### src/rtl/pb_pkg.sv
// Shared definitions for the pushbutton IRQ sequencer: port register map,
// sequencer state encoding and event word layout.
package pb_pkg;

  localparam logic [1:0] PB_ADDR_DATA = 2'd0;
  localparam logic [1:0] PB_ADDR_MASK = 2'd2;
  localparam logic [1:0] PB_ADDR_CAPT = 2'd3;

  typedef enum logic [3:0] {
    ST_RESET,
    ST_INIT_MASK,
    ST_IDLE,
    ST_RD_CAP,
    ST_WAIT_CAP,
    ST_CLR_CAP,
    ST_RD_DAT,
    ST_WAIT_DAT,
    ST_PUSH,
    ST_GUARD
  } pb_state_e;

  // Event word is {level[DW:0], edges[DW:0]}; edges occupy the low field.
  localparam int PB_EVT_EDGES_LSB = 0;

  function automatic int pb_evt_level_lsb(input int dw);
    return dw + 1;
  endfunction

endpackage

### src/rtl/pb_event_fifo.sv
// Show-ahead synchronous FIFO holding key events; the head entry is always
// visible on rdata_o while empty_o is low.
module pb_event_fifo #(
  parameter int WIDTH = 8,
  parameter int DEPTH = 4
) (
  input  logic             clk,
  input  logic             reset_n,
  input  logic             push_i,
  input  logic [WIDTH-1:0] wdata_i,
  input  logic             pop_i,
  output logic [WIDTH-1:0] rdata_o,
  output logic             full_o,
  output logic             empty_o
);

  localparam int AW = $clog2(DEPTH);
  localparam logic [AW:0] DEPTH_CNT = (AW + 1)'(DEPTH);

  logic [WIDTH-1:0] mem_q [DEPTH];
  logic [AW-1:0]    wr_ptr_q;
  logic [AW-1:0]    rd_ptr_q;
  logic [AW:0]      count_q;
  logic [AW:0]      count_d;
  logic             do_push;
  logic             do_pop;

  assign full_o  = (count_q == DEPTH_CNT);
  assign empty_o = (count_q == '0);
  assign do_pop  = pop_i & ~empty_o;
  // A pop in the same cycle frees the slot a push into a full FIFO needs.
  assign do_push = push_i & (~full_o | do_pop);

  always_comb begin
    count_d = count_q;
    if (do_push && !do_pop) begin
      count_d = count_q + 1'b1;
    end else if (do_pop && !do_push) begin
      count_d = count_q - 1'b1;
    end
  end

  always_ff @(posedge clk or negedge reset_n) begin
    if (!reset_n) begin
      wr_ptr_q <= '0;
      rd_ptr_q <= '0;
      count_q  <= '0;
    end else begin
      count_q <= count_d;
      if (do_push) begin
        wr_ptr_q <= wr_ptr_q + 1'b1;
      end
      if (do_pop) begin
        rd_ptr_q <= rd_ptr_q + 1'b1;
      end
    end
  end

  always_ff @(posedge clk) begin
    if (do_push) begin
      mem_q[wr_ptr_q] <= wdata_i;
    end
  end

  assign rdata_o = mem_q[rd_ptr_q];

endmodule

### src/rtl/pushbutton_irq_sequencer.sv
// Avalon-MM master that programs the pushbutton port mask, services its IRQ
// (read capture, clear capture, read level) and queues key events.
module pushbutton_irq_sequencer
  import pb_pkg::*;
#(
  parameter int DW         = 3,
  parameter int FIFO_DEPTH = 4,
  parameter int GUARD_CYC  = 2
) (
  input  logic                clk,
  input  logic                reset_n,
  input  logic                enable,
  input  logic [DW:0]         cfg_mask,
  output logic [1:0]          m_address,
  output logic                m_chipselect,
  output logic                m_read,
  output logic                m_write,
  output logic [3:0]          m_byteenable,
  output logic [31:0]         m_writedata,
  input  logic [31:0]         m_readdata,
  input  logic                irq_in,
  output logic                evt_valid,
  input  logic                evt_ready,
  output logic [2*(DW+1)-1:0] evt_data,
  output logic                busy
);

  localparam int EW            = 2 * (DW + 1);
  localparam int EVT_LEVEL_LSB = pb_evt_level_lsb(DW);
  localparam int GW            = (GUARD_CYC > 1) ? $clog2(GUARD_CYC) : 1;
  localparam logic [GW-1:0] GUARD_LAST = GW'(GUARD_CYC - 1);

  pb_state_e     state_q;
  logic          cs_q;
  logic          rd_q;
  logic          wr_q;
  logic [1:0]    addr_q;
  logic [31:0]   wdata_q;
  logic [DW:0]   shadow_q;
  logic [DW:0]   edges_q;
  logic [DW:0]   level_q;
  logic [GW-1:0] guard_q;
  logic          push_q;
  logic          busy_q;

  logic          fifo_full;
  logic          fifo_empty;
  logic [EW-1:0] evt_wdata;
  logic          unused_rd;

  assign unused_rd = ^m_readdata[31:DW+1];

  always_ff @(posedge clk or negedge reset_n) begin
    if (!reset_n) begin
      state_q  <= ST_RESET;
      cs_q     <= 1'b0;
      rd_q     <= 1'b0;
      wr_q     <= 1'b0;
      addr_q   <= '0;
      wdata_q  <= '0;
      shadow_q <= '0;
      edges_q  <= '0;
      level_q  <= '0;
      guard_q  <= '0;
      push_q   <= 1'b0;
      busy_q   <= 1'b1;
    end else begin
      // Strobes are single-cycle: every access state re-arms them explicitly.
      cs_q    <= 1'b0;
      rd_q    <= 1'b0;
      wr_q    <= 1'b0;
      addr_q  <= '0;
      wdata_q <= '0;
      push_q  <= 1'b0;
      case (state_q)
        ST_RESET: begin
          state_q  <= ST_INIT_MASK;
          cs_q     <= 1'b1;
          wr_q     <= 1'b1;
          addr_q   <= PB_ADDR_MASK;
          wdata_q  <= 32'(cfg_mask);
          shadow_q <= cfg_mask;
        end
        ST_INIT_MASK: begin
          state_q <= ST_GUARD;
          guard_q <= '0;
        end
        ST_IDLE: begin
          if (cfg_mask != shadow_q) begin
            state_q  <= ST_INIT_MASK;
            cs_q     <= 1'b1;
            wr_q     <= 1'b1;
            addr_q   <= PB_ADDR_MASK;
            wdata_q  <= 32'(cfg_mask);
            shadow_q <= cfg_mask;
            busy_q   <= 1'b1;
          end else if (enable && irq_in && !fifo_full) begin
            state_q <= ST_RD_CAP;
            cs_q    <= 1'b1;
            rd_q    <= 1'b1;
            addr_q  <= PB_ADDR_CAPT;
            busy_q  <= 1'b1;
          end
        end
        ST_RD_CAP: begin
          state_q <= ST_WAIT_CAP;
        end
        ST_WAIT_CAP: begin
          edges_q <= m_readdata[DW:0];
          state_q <= ST_CLR_CAP;
          cs_q    <= 1'b1;
          wr_q    <= 1'b1;
          addr_q  <= PB_ADDR_CAPT;
        end
        ST_CLR_CAP: begin
          state_q <= ST_RD_DAT;
          cs_q    <= 1'b1;
          rd_q    <= 1'b1;
          addr_q  <= PB_ADDR_DATA;
        end
        ST_RD_DAT: begin
          state_q <= ST_WAIT_DAT;
        end
        ST_WAIT_DAT: begin
          level_q <= m_readdata[DW:0];
          // An empty capture means the IRQ was spurious; nothing is queued.
          push_q  <= |edges_q;
          state_q <= ST_PUSH;
        end
        ST_PUSH: begin
          state_q <= ST_GUARD;
          guard_q <= '0;
        end
        ST_GUARD: begin
          if (guard_q == GUARD_LAST) begin
            state_q <= ST_IDLE;
            busy_q  <= 1'b0;
          end else begin
            guard_q <= guard_q + 1'b1;
          end
        end
        default: begin
          state_q <= ST_RESET;
        end
      endcase
    end
  end

  assign evt_wdata[EVT_LEVEL_LSB +: DW+1]    = level_q;
  assign evt_wdata[PB_EVT_EDGES_LSB +: DW+1] = edges_q;

  pb_event_fifo #(
    .WIDTH (EW),
    .DEPTH (FIFO_DEPTH)
  ) u_fifo (
    .clk     (clk),
    .reset_n (reset_n),
    .push_i  (push_q),
    .wdata_i (evt_wdata),
    .pop_i   (evt_valid & evt_ready),
    .rdata_o (evt_data),
    .full_o  (fifo_full),
    .empty_o (fifo_empty)
  );

  assign evt_valid    = ~fifo_empty;
  assign m_address    = addr_q;
  assign m_chipselect = cs_q;
  assign m_read       = rd_q;
  assign m_write      = wr_q;
  assign m_byteenable = {4{cs_q}};
  assign m_writedata  = wdata_q;
  assign busy         = busy_q;

endmodule

### config.mk
export PLATFORM = sky130hd
export DESIGN_NAME = pushbutton_irq_sequencer
export DESIGN_NICKNAME = d
export VERILOG_FILES = /design/src/rtl/pb_pkg.sv /design/src/rtl/pb_event_fifo.sv /design/src/rtl/pushbutton_irq_sequencer.sv
export SDC_FILE = /design/constraint.sdc
export NUM_CORES = 1
export LEC_CHECK = 0
export ABC_AREA = 0
export ABC_CLOCK_PERIOD_IN_PS = 5750
export CAP_MARGIN = 15
export CORE_MARGIN = 1.5
export CORE_UTILIZATION = 50
export DETAILED_ROUTE_END_ITERATION = 7
export DONT_BUFFER_PORTS = 1
export GPL_TIMING_DRIVEN = 0
export PLACE_DENSITY = 0.62
export RECOVER_POWER = 50
export SYNTH_ARGS = -nofsm -noshare
export SYNTH_HDL_FRONTEND = slang
export SYNTH_SLANG_ARGS = --single-unit
### constraint.sdc
create_clock -name clk -period 5.75 [get_ports clk]
set_clock_uncertainty 0.15 [all_clocks]
set_input_delay 0.8625 -clock clk [delete_from_list [all_inputs] [get_ports clk]]
set_output_delay 0.8625 -clock clk [all_outputs]
set_load 0.02 [all_outputs]
* After elaboration in Yosys (flattened, before gate mapping)
Memories as Yosys holds them, arrays and structs flattened. Cells that the tools add are included.
Storage, ports and cells: register bits 63, RAM bits 32, output and inout bits 51, word-level logic and storage cells 90, memories kept 1
Memory list:
- u_fifo.mem_q | words 4, bits a word 8, rd ports 1, clocked after Yosys merged registers in 0, wr ports 1, line pb_event_fifo.sv:20 | logic [WIDTH-1:0] mem_q [DEPTH];
Operators by class: add/subtract/negate cells 5, equal/unequal tests 14, mux-type cells 29, bitwise gates (word level) 6, reduce and logical (&&, ||, !) cells 20
Operators with widths (count):
- $pmux 4 s9 | 1
- $mux 4 | 5
- $eq 4x3->1 const B | 4
- $pmux 4 s2 | 2
- $mux 1 | 11
- $pmux 1 s2 | 5
- $eq 4x2->1 const B | 2
- $eq 4x4->1 const B | 2
- $reduce_bool 2->1 | 4
- $mux 3 | 2
- $pmux 2 s3 | 1
- $add 2x1->2 const B | 2
- $eq 4x1->1 const B | 1
- $logic_and 1x1->1 | 4
- $logic_not 4->1 | 1
- $mux 2 | 2
- $ne 2x2->1 const B | 2
- $ne 4x4->1 | 1
- $reduce_and 2->1 | 2
- $reduce_or 2->1 | 2
- $reduce_or 4->1 | 1
- $add 3x1->3 const B | 1
- $and 1x1->1 | 3
- $eq 3x3->1 const B | 1
- 9 further kinds | 12

* Logic depth before layout (Yosys ltp)
depth in word-level cells 10, depth in mapped cells 8

* By module
Synthesis repeated with hierarchy kept, for this count alone.
Unflattened totals: cells, all modules 209, area total of the unflattened synthesis 3049.2 µm²
By module, submodules not included:
- pb_event_fifo | instances 1, cells each 77, area an instance 1591.5 µm², sequential area each 1136.1 µm²
- pushbutton_irq_sequencer | instances 1, cells each 132, area an instance 1457.6 µm², sequential area each 701.9 µm²

* Worst setup path before layout
Ideal clock, no wire load.
path type input to register, start point input evt_ready, end point register u_fifo.count_q[2], arrival time 2.084 ns, data required time 5.521 ns, slack 3.436 ns, cell stages on the path 7, buffers on the path 0, path through o21a_1 > ha_1 > inv_1 > fa_1 > xor2_1 > nor2_1 > xor2_1
Between the ends: longest elaborated chain between the ends 7, elaborated cells on any way between the ends 10, classes of those cells mux (1); bitwise (4); reduce/logical (5)
RTL lines:
- start, declared | line pushbutton_irq_sequencer.sv:23 | input logic evt_ready,
- $and 1x1->1 * | line pushbutton_irq_sequencer.sv:160 | .pop_i (evt_valid & evt_ready),
- $and 1x1->1 * | line pb_event_fifo.sv:30 | assign do_pop = pop_i & ~empty_o;
- $or 1x1->1 | line pb_event_fifo.sv:32 | assign do_push = push_i & (~full_o | do_pop);
- $and 1x1->1 | line pb_event_fifo.sv:32
- $logic_not 1->1 | line pb_event_fifo.sv:38 | end else if (do_pop && !do_push) begin
- $logic_and 1x1->1 | line pb_event_fifo.sv:38
- $reduce_bool 2->1 (no line)
- end signal, assigned | line pb_event_fifo.sv:49 | count_q <= count_d;
- end, declared | line pb_event_fifo.sv:23 | logic [AW:0] count_q;
Every way passes the cells marked *; elsewhere a longest branch is shown, timed or not. A chain may end at the register's enable or synchronous reset.

* Worst setup path after layout
start point register u_fifo.rd_ptr_q[1], end point output evt_data[2]
Between the ends: longest elaborated chain between the ends 1
RTL lines:
- start, declared | line pb_event_fifo.sv:22 | logic [AW-1:0] rd_ptr_q;
- start signal, assigned | line pb_event_fifo.sv:54 | rd_ptr_q <= rd_ptr_q + 1'b1;
- $mem_v2 4x8
- end, declared | line pushbutton_irq_sequencer.sv:24 | output logic [2*(DW+1)-1:0] evt_data,
Every way passes these cells.

==> results_dict.tcl <==
set metrics [dict create \
    final_core_util_pct 57.5 \
    setup_viol 0 \
    crit_path_start "u_fifo.rd_ptr_q[1]$_DFFE_PN0P_" \
    num_io_pins 92 \
    rows 28 \
    async_flop_share_pct 52.2 \
    layout.nets 300 \
    cp_slowest_cell "mux4_2" \
    top_layer_used "met4" \
    tritoncts "yes" \
    avgViaCountPerCell 4.72 \
    vias 1571 \
    gp_congestion 0.878 \
    hold_ws_ps 74.8 \
    cap_violations 0 \
    dominantRegCellSynth "dfrtp_1" \
    worstHoldPathType "in2async" \
    fillers 472 \
    antenna_found_initial 0 \
    grt_setup_unrepaired "no" \
    initial_core_util_pct 51.3 \
    synth_edf_count 32 \
    grt_max_degree 36 \
    synth_area_sq_um 3000 \
    syn_to_final_growth_pct 12.2 \
    switching_share_pct 33.7 \
    first_global_vias 1577 \
    diodes 0 \
    dieArea_sq_um 6470 \
    final_cell_area_sq_um 3370 \
    finalCriticalPeriod_ps 2630 \
    startpoint_type "register" \
    worstSkewPairLatency_ps 320 \
    crit_family "multiplexers" \
    arrival_ps 1610 \
    pwr_density_cell_nw_per_um2 462 \
    min_period_over_period_pct 45.7 \
    routed_wl_um 4780 \
    cts-resized-gates 0 \
    ant_nets 0 \
    synth_cell_types 41 \
    total_power_mw 1.55 \
    first_iter_violations 69 \
    stdcell_count 333 \
    grt_usage_pct 16.7 \
    port_buffers 0 \
    die_h_um 80.5 \
    ys_warn_count 0 \
    p_leak_nw 1.46 \
    wl_per_cell_um 14.4 \
    synth.avg_cell_area_sq_um 13.9 \
    finalHoldViolations 0 \
    wl_met2_um 2480 \
    m1WireLength_um 2000 \
    crit_chain "buf_1 > mux4_2" \
    relSlewSlack_pct 34.9 \
    endpoint_kind "primary output" \
    h-tree-depth 3 \
    fp.dieW_um 80.5 \
    drive_gt1_share_pct 26.0 \
    fin_ws_ps 3120 \
    intPower_mw 1.03 \
    worst_slew_pin_slew_ps 969 \
    cts_setup_buffers 0 \
    synth_cells 215 \
    cts.sinks 67 \
    cts_buffer_depth 2 \
    place_area_sq_um 3190 \
    cp.required_ps 4740 \
    power_frac_comb_pct 29.4 \
    clkTransAtPathRegs_ps 70 \
    p_clk_share_pct 22.9 \
    ys_seq_elements 67 \
    grt_pass1_wl_um 7670 \
    dr_wl_met3_um 238 \
    vdd_ir_drop_max_mv 0.232 \
    core_area_sq_um 5850 \
    path_class "reg2out" \
    dp_cells 317 \
    ff2ff_setup_slack_ps 3340 \
    seq_area_frac_synth_pct 61.3 \
    p_sw_uw 524 \
    finalMaxSlewViolations 0 \
    crit_buf_inv 1 \
    firstDrtPassIters 6 \
    dp_hpwl_um 3320 \
    fin_tns_setup_ps 0 \
    timing.rr.start "u_fifo.count_q[0]$_DFFE_PN0P_" \
    status "finished clean" \
    overflow 0 \
    dp_slack_ps 3270 \
    fmax_mhz 381 \
    numCtsBuffers 9 \
    power_frac_seq_pct 47.7 \
    crit_path_max_fanout 9 \
    cts-root-buf "clkbuf_8" \
    hold_buffers 0 \
    drc 0 \
    timing.critical_path.slowest_cell_delay_ps 490 \
]
-- Yosys cell counts, types with 2 or more instances --
library cell | n | share of area (%)
ha_1 | 5 | 2.1
edfxtp_1 | 32 | 32
buf_4 | 32 | 8.0
or3_1 | 3 | 0.63
xor2_1 | 6 | 1.8
clkbuf_1 | 2 | 0.25
o21ai_0 | 5 | 0.83
nand3_1 | 2 | 0.33
nand2_1 | 21 | 2.6
buf_2 | 4 | 0.67
a21oi_1 | 2 | 0.33
inv_1 | 5 | 0.63
mux4_2 | 8 | 6.0
mux2_4 | 4 | 2.0
mux2_2 | 5 | 1.9
and2_1 | 5 | 1.0
and3_1 | 6 | 1.3
dfrtp_1 | 34 | 28
xnor2_1 | 6 | 1.8
nor2_1 | 7 | 0.88
-- area by class of cell --
| type | count | area [sq um] | share of cell area (%) |
|---|---|---|---|
| sequential | 67 | 1840 | 54.6 |
| multi-input combinational | 130 | 963 | 28.6 |
| buffer | 39 | 269 | 7.99 |
| clock buffer | 13 | 139 | 4.13 |
| tap | 75 | 93.8 | 2.79 |
| clock inverter | 3 | 40.0 | 1.19 |
| inverter | 6 | 22.5 | 0.669 |
-- layer usage --
metal | track usage [%] | vias up
met3 | 5.00 | 8
met4 | 8.79 | 0
met2 | 28.7 | 42
met1 | 18.6 | 753
met5 | 0 | -
li1 | - | 768
-- path summary, 6_finish.rpt --
kind | end | cells past startpoint
worst max-delay path | evt_data[2] | 2
worst min-delay path | push_q$_DFF_PN0_ | 0
worst max register to register | u_fifo.count_q[2]$_DFFE_PN0P_ | 8
worst min register to register | guard_q$_DFFE_PN0P_ | 2
max in group asynchronous | busy$_DFFE_PN1P_ | 0
min in group clk | guard_q$_DFFE_PN0P_ | 2
-- placed cells by master (no fill, tap or decap), types with 2 or more instances in the layout --
cell type,count
a21oi_1,2
and2_1,5
and3_1,6
buf_2,2
buf_4,32
clkbuf_1,8
clkbuf_8,9
clkinv_2,2
conb_1,28
dfrtp_1,34
edfxtp_1,32
ha_1,5
inv_1,6
mux2_2,5
mux2_4,4
mux4_2,8
nand2_1,21
nand3_1,2
nor2_1,7
o21ai_0,5
or3_1,3
xnor2_1,6
xor2_1,6
-- logic make-up after synthesis --
group	Yosys count	share of synthesized area (%)
AO/OA/AOI/OAI	15	3.30
XOR/XNOR	12	3.50
other	1	0.125
adder cells (fa/ha/maj)	6	2.75
AND/OR/NAND/NOR	52	9.35
multiplexers	17	9.89
buffers and inverters	45	9.80
flip-flops	67	61.3
-- state kept, by name, summed over array words and instances, names as in the netlist, 3 cells and up --
| register | count |
|---|---|
| edges_q | 4 |
| u_fifo.count_q | 3 |
| shadow_q | 4 |
| state_q | 4 |
| m_writedata | 4 |
| u_fifo.mem_q | 32 |
| level_q | 4 |
-- power groups by stage --
stage	registers [mW]	logic, mW	clock network [mW]
finish	0.742	0.457	0.355
global route	0.758	0.509	0.385
CTS	0.743	0.466	0.368
detailed placement	0.750	0.463	0
global placement	0.748	0.455	0
floorplan	0.725	0.401	0
Note: power is estimated with default switching activity, not from simulation.
